**src/rtl/if_fetch_ctrl.sv**
```systemverilog
// rtl/if_fetch_ctrl.sv - IF-stage fetch sequencer for the instruction-memory block RAM
module if_fetch_ctrl #(
    parameter logic [31:0] RESET_PC = 32'h0000_3000,
    parameter int          IM_DEPTH = 2048
) (
    input  logic        clk,
    input  logic        rst,
    input  logic        stall,
    input  logic        redirect_valid,
    input  logic [31:0] redirect_pc,
    output logic        im_ce,
    output logic [13:0] im_addr,
    input  logic [31:0] im_rdata,
    output logic [31:0] if_pc,
    output logic [31:0] if_instr,
    output logic        if_valid,
    output logic        pc_fault
);

    localparam logic [29:0] BASE_WORD  = RESET_PC[31:2];
    localparam logic [29:0] DEPTH_WORD = 30'(IM_DEPTH);

    typedef enum logic {
        S_RUN   = 1'b0,
        S_FAULT = 1'b1
    } state_t;

    state_t      r_state;
    state_t      w_state_next;
    logic [31:0] r_fetch_pc;
    logic [31:0] r_out_pc;
    logic        r_out_valid;
    logic [31:0] r_hold_reg;
    logic        r_hold_valid;
    logic        r_pc_fault;

    logic [29:0] w_word_off;
    logic        w_pc_ok;
    logic        w_issue;
    logic        w_fault_trip;

    // Word offset from the window base; addresses below the base wrap to a
    // large unsigned value and so fail the depth check as well.
    assign w_word_off = r_fetch_pc[31:2] - BASE_WORD;
    assign w_pc_ok    = (r_fetch_pc[1:0] == 2'b00) && (w_word_off < DEPTH_WORD);

    // State register: reset and redirect both land in RUN.
    always_ff @(posedge clk) begin
        if (rst) begin
            r_state <= S_RUN;
        end else begin
            r_state <= w_state_next;
        end
    end

    // Next-state: redirect always recovers; a blocked issue attempt traps.
    always_comb begin
        w_state_next = r_state;
        if (redirect_valid) begin
            w_state_next = S_RUN;
        end else if ((r_state == S_RUN) && !stall && !w_pc_ok) begin
            w_state_next = S_FAULT;
        end
    end

    // Output decode: an issue attempt happens only in RUN with no stall and
    // no redirect; it either fetches or trips the fault.
    always_comb begin
        w_issue      = 1'b0;
        w_fault_trip = 1'b0;
        if (!rst && !redirect_valid && (r_state == S_RUN) && !stall) begin
            if (w_pc_ok) begin
                w_issue = 1'b1;
            end else begin
                w_fault_trip = 1'b1;
            end
        end
    end

    // Fetch datapath: PC advance, presented PC/valid, fault flag and the skid
    // copy that keeps if_instr stable once the RAM output moves on.
    always_ff @(posedge clk) begin
        if (rst) begin
            r_fetch_pc   <= RESET_PC;
            r_out_pc     <= RESET_PC;
            r_out_valid  <= 1'b0;
            r_hold_reg   <= 32'h0000_0000;
            r_hold_valid <= 1'b0;
            r_pc_fault   <= 1'b0;
        end else if (redirect_valid) begin
            r_fetch_pc   <= redirect_pc;
            r_out_valid  <= 1'b0;
            r_hold_valid <= 1'b0;
            r_pc_fault   <= 1'b0;
        end else begin
            if (w_issue) begin
                r_fetch_pc  <= r_fetch_pc + 32'd4;
                r_out_pc    <= r_fetch_pc;
                r_out_valid <= 1'b1;
            end else if (w_fault_trip) begin
                r_pc_fault  <= 1'b1;
                r_out_valid <= 1'b0;
            end else if (r_state == S_FAULT) begin
                r_out_valid <= 1'b0;
            end

            if (stall) begin
                if (!r_hold_valid) begin
                    r_hold_reg   <= im_rdata;
                    r_hold_valid <= 1'b1;
                end
            end else begin
                r_hold_valid <= 1'b0;
            end
        end
    end

    assign im_ce    = w_issue;
    assign im_addr  = r_fetch_pc[15:2];
    assign if_pc    = r_out_pc;
    assign if_instr = r_hold_valid ? r_hold_reg : im_rdata;
    assign if_valid = r_out_valid;
    assign pc_fault = r_pc_fault;

endmodule
```
**config.mk**
```make
export PLATFORM = sky130hd
export DESIGN_NAME = if_fetch_ctrl
export DESIGN_NICKNAME = d
export VERILOG_FILES = /design/src/rtl/if_fetch_ctrl.sv
export SDC_FILE = /design/constraint.sdc
export NUM_CORES = 1
export LEC_CHECK = 0
export BUFFER_PORTS_ARGS = -buffer_cell sky130_fd_sc_hd__buf_2
export CORE_AREA = 2 2 126 128
export CTS_CLUSTER_DIAMETER = 40
export DETAILED_ROUTE_END_ITERATION = 6
export DIE_AREA = 0 0 128 130
export HOLD_SLACK_MARGIN = 0.06
export REMOVE_ABC_BUFFERS = 1
export SLEW_MARGIN = 15
export SYNTH_ARGS = -nofsm -noshare
export SYNTH_HDL_FRONTEND = slang
export SYNTH_SLANG_ARGS = --single-unit
```
**constraint.sdc**
```tcl
create_clock -name clk -period 3.1 [get_ports clk]
set_clock_uncertainty 0.1 [all_clocks]
set_input_delay 0.465 -clock clk [delete_from_list [all_inputs] [get_ports clk]]
set_output_delay 0.465 -clock clk [all_outputs]
set_load 0.02 [all_outputs]
```
**Word level (Yosys, flattened, before mapping)**

Index checks and enable logic that the tools add are counted.

- Reductions and logical operators: 17
- Magnitude comparators: 1
- Bitwise logic cells: 3
- Div/mod/pow operators: 0
- Equal/unequal tests: 0
- Muxes and demuxes: 11
- $add $sub $neg: 2
- Shift operators: 0
- $mul: 0

Operators by type and width:

| cell | count |
|---|---|
| $mux W32 | 3 |
| $add A32 B3 Y32 const B | 1 |
| $lt A30 B12 Y1 const B | 1 |
| $sub A30 B12 Y30 const B | 1 |
| $mux W1 | 8 |
| $logic_and A1 B1 Y1 | 6 |
| $reduce_and A2 Y1 | 3 |
| $logic_not A1 Y1 | 4 |
| $not A1 Y1 | 3 |
| $reduce_bool A3 Y1 | 1 |
| $logic_not A2 Y1 | 1 |
| $reduce_bool A2 Y1 | 1 |
| $reduce_or A2 Y1 | 1 |

- Bits in read-only memories: 0
- Latch bits: 0
- Memories: 0
- Logic and storage cells: 41
- Bits of input ports: 68
- Memory bits (writable): 0
- Register bits after elaboration: 100

**Logic depth before layout (Yosys ltp)**

- Depth in word-level cells: 7
- Mapped depth: 11
- Gate-level depth less buffers: 8

**Worst setup path before layout**

No wires, ideal clock.

- Path type: register to output
- Start: register r_fetch_pc[12]
- End: output im_ce
- Buffers on the path: 0
- Stages on the path, launching flop included: 7
- Setup slack: 0.265 ns
- Arrival time: 2.270 ns
- Cell sequence: dfxtp_1 > ha_1 > or3_1 > o32a_1 > a2bb2oi_1 > or4_2 > nor2_1

- Word-level cells in the longest chain between the ends: 5

Ends and longest elaborated chain:

| element | RTL line | text |
|---|---|---|
| start: declaration | 30 | `logic [31:0] r_fetch_pc;` |
| start signal: assignment | 91 | `r_fetch_pc <= redirect_pc;` |
| start signal: assignment | 97 | `r_fetch_pc <= r_fetch_pc + 32'd4;` |
| $sub A30 B12 Y30 | 44 | `assign w_word_off = r_fetch_pc[31:2] - BASE_WORD;` |
| $lt A30 B12 Y1 | 45 | `assign w_pc_ok = (r_fetch_pc[1:0] == 2'b00) && (w_word_off < DEPTH_WORD);` |
| $logic_and A1 B1 Y1 | 45 |  |
| $mux W1 | 72 | `if (w_pc_ok) begin` |
| $mux W1 | 71 | `if (!rst && !redirect_valid && (r_state == S_RUN) && !stall) begin` |
| end: declaration | 11 | `output logic im_ce,` |

No other way between the ends.

**Final worst setup path**

- Start: register r_fetch_pc[14]
- End: output im_ce

The elaborated chain is that of the path after synthesis.

==> reports/results.txt <==
Critical Path RT = 2.53 ns
Worst-Margin Slew = 0.610 ns
Hold Path Sink = r_fetch_pc[24]
biggest area consumer among synthesized cells = dfxtp_1
Critical Path End Type = output port
Sw Pwr = 0.000769 W
Max-slew headroom = 59.3%
DR iter-0 viols = 120
Final Cycle Share = 97.2%
crit path launch type = register
Root Driver = clkbuf_16
routed vias/inst = 4.76
initial antenna violation count = 0
Area contributors post-synth = dfxtp_1 44%, mux2i_1 11%, mux2_2 7.9%
hold path depth = 2
post-synth cell types = 57
FMAX = 332 MHz
ANT nets after route = 0
final non-filler cell total = 790
total track usage = 13.9%
post-synthesis cell area = 4540 µm²
Layout Area Growth over Synthesis = 27.1%
CP arrival = 2.45 ns
Remaining DRCs = 0
dpl hpwl = 8660 µm
ys async rst share = 0%
Max clock buf depth = 2
DP Cell Count = 774
Pwr Density = 521 nW/µm²
most frequent cell after synthesis = dfxtp_1
die area = 16600 µm²
1st-pass router iterations = 4
core area = 15400 µm²
Post-synth EDFFs = 0
Clk network pwr share = 40.1%
share of power burned in registers = 45.9%
Setup WS post-layout = 0.0861 ns
number of CTS-inserted buffers = 9
Hold Path Class = input pin to register
clk slew on worst S/H paths = 0.07 ns
ys flop type = dfxtp_1
TritonCTS sink count = 100
endpoints failing setup = 0
wire per inst = 14.7 µm
Final Critical Period = 3.01 ns
gr ovfl total = 0
sequential fraction of the synthesis area = 44.1%
global placer's final weighted congestion = 0.823
final hold violation count = 0
I/O pins = 149
R2R cell count = 8
Min-Delay Startpoint = redirect_pc[24]
IO buf count = 148
status = finished, final reports clean
Post-Syn Instances = 455
Yosys reg bits = 100
Peak VDD IR = 0.260 mV
die height = 130 µm
Final Max Tran Viols = 0
first-pass GRT wire length = 18300 µm
largest net degree at the start of global routing = 58
Pint = 0.00223 W
RSZ-0062 raised after global routing = false
Switching Fraction = 25.6%
R2R Path Start = r_fetch_pc[14]
nets@finish = 663
yosys warns = 0
syn_area_per_cell = 9.97 µm²
Gate power share = 14.0%
Max-Cap Viols = 0
# fillers = 1566
via count = 3757
share of the synthesized area in the top cell type = 44.1%
Setup CP Type = register to output port
Leakage Power = 2.53 nW
CP Max Fanout = 10
synth cell count leaders = 100 x dfxtp_1, 62 x nor2_1, 48 x mux2i_1
# diodes = 0
r2r setup slk = 0.34 ns
worst skew pair latency = 0.34 ns
Chip Width = 128 µm
post-place setup slack = 0.223 ns
vias in the first global route = 3578
Site Rows = 46
Initial Util = 29.4%
H-tree level count = 3
postcts setup bufs = 0
CTS Hold Bufs = 0
reg-to-reg endpoint = r_fetch_pc[12]
share of layout cells above drive strength 1 = 40.1%
CTS tree = built
final WL = 11600 µm
## what timing repair did
item,in CTS,in global routing
endpoints found under the hold margin,0,0
pin swaps,0,0
gates resized for setup,6,7
setup endpoints to repair,1,1
## worst max path at each step
stage                               from       endpoint  slack (ns)  depth (start not counted)
final                     r_fetch_pc[14]          im_ce        0.09                          6
after detailed placement  r_fetch_pc[12]          im_ce        0.22                          7
after floorplan           redirect_valid  r_hold_reg[0]       -0.02                          3
after global routing      r_fetch_pc[14]          im_ce        0.01                          6
after global placement    r_fetch_pc[12]          im_ce        0.23                          7
after CTS                 r_fetch_pc[12]          im_ce        0.06                          7
## layout make-up
cell class,count,area (µm²),share of cell area (%)
Clock inverter,5,85.1,1.48
Clock buffer,11,233,4.03
Sequential cell,100,2010,34.8
Timing Repair Buffer,169,913,15.8
Inverter,2,7.51,0.130
Multi-Input combinational cell,311,2280,39.6
Tap cell,192,240,4.16
## cell usage in the layout (no fill, tap or decap), types with 3 or more instances in the layout
cell         n
nor2_1      61
xnor2_1      4
a221o_1      3
o211ai_1     5
nand2b_1     3
nor2b_1      3
nor4_1      10
a22oi_1      4
a211o_2      3
mux2i_1     48
nor3_1       6
and2_1      21
buf_4       21
mux2_2      32
a21o_1       3
nand3_1      8
and3_2       3
a21oi_1      8
nand3b_1     4
a22o_1      16
o21ai_0      7
nand2_1     16
dfxtp_2      3
dfxtp_1     97
or3_1        3
buf_2      147
clkbuf_16    9
## power by group through the flow
stage	Sequential [W]	Combinational, W	Clock [W]
3_3_place_gp	0.00140	0.000413	0
6_report	0.00138	0.000421	0.00120
4_1_cts	0.00138	0.000419	0.00125
2_1_floorplan	0.00141	0.000238	0
5_1_grt	0.00139	0.000460	0.00130
3_5_place_dp	0.00141	0.000415	0
## cell families after synthesis
kind of cell / Yosys count / synth area share (%)
AND/OR/NAND/NOR: 158 / 18.0
flip-flops: 100 / 44.1
multiplexers: 80 / 18.5
AO/OA/AOI/OAI: 66 / 11.3
buffers and inverters: 44 / 6.56
XOR/XNOR: 5 / 0.965
adder cells (fa/ha/maj): 2 / 0.551
## metal layers
layer | up-vias | global-route usage (%) | share of wire, %
li1 | 1886 | - | -
met5 | - | 0 | 0
met4 | 0 | 5.43 | 2.1
met2 | 114 | 23.7 | 47
met1 | 1736 | 16.8 | 45
met3 | 21 | 3.61 | 5.8
## worst max-delay path, stage by stage (launching register included)
cell       delay [ns]
dfxtp_2          0.38
a211o_4          0.36
o32a_1           0.34
a2bb2oi_1        0.18
or4_4            0.57
nor2_4           0.13
buf_4            0.15
## metrics by stage
stage,area (µm²),setup TNS (ns),hold WS (ns),total power (W),utilization (%)
3_3_place_gp,5410,0,0.337,0.00182,35.0
6_report,5770,0,0.233,0.00300,37.4
4_1_cts,5740,0,0.214,0.00304,37.2
3_5_place_dp,5410,0,0.340,0.00182,35.0
5_1_grt,5770,0,0.223,0.00315,37.4
2_1_floorplan,4250,-0.599,0.324,0.00165,-
Power figures use the tool's default switching activity.
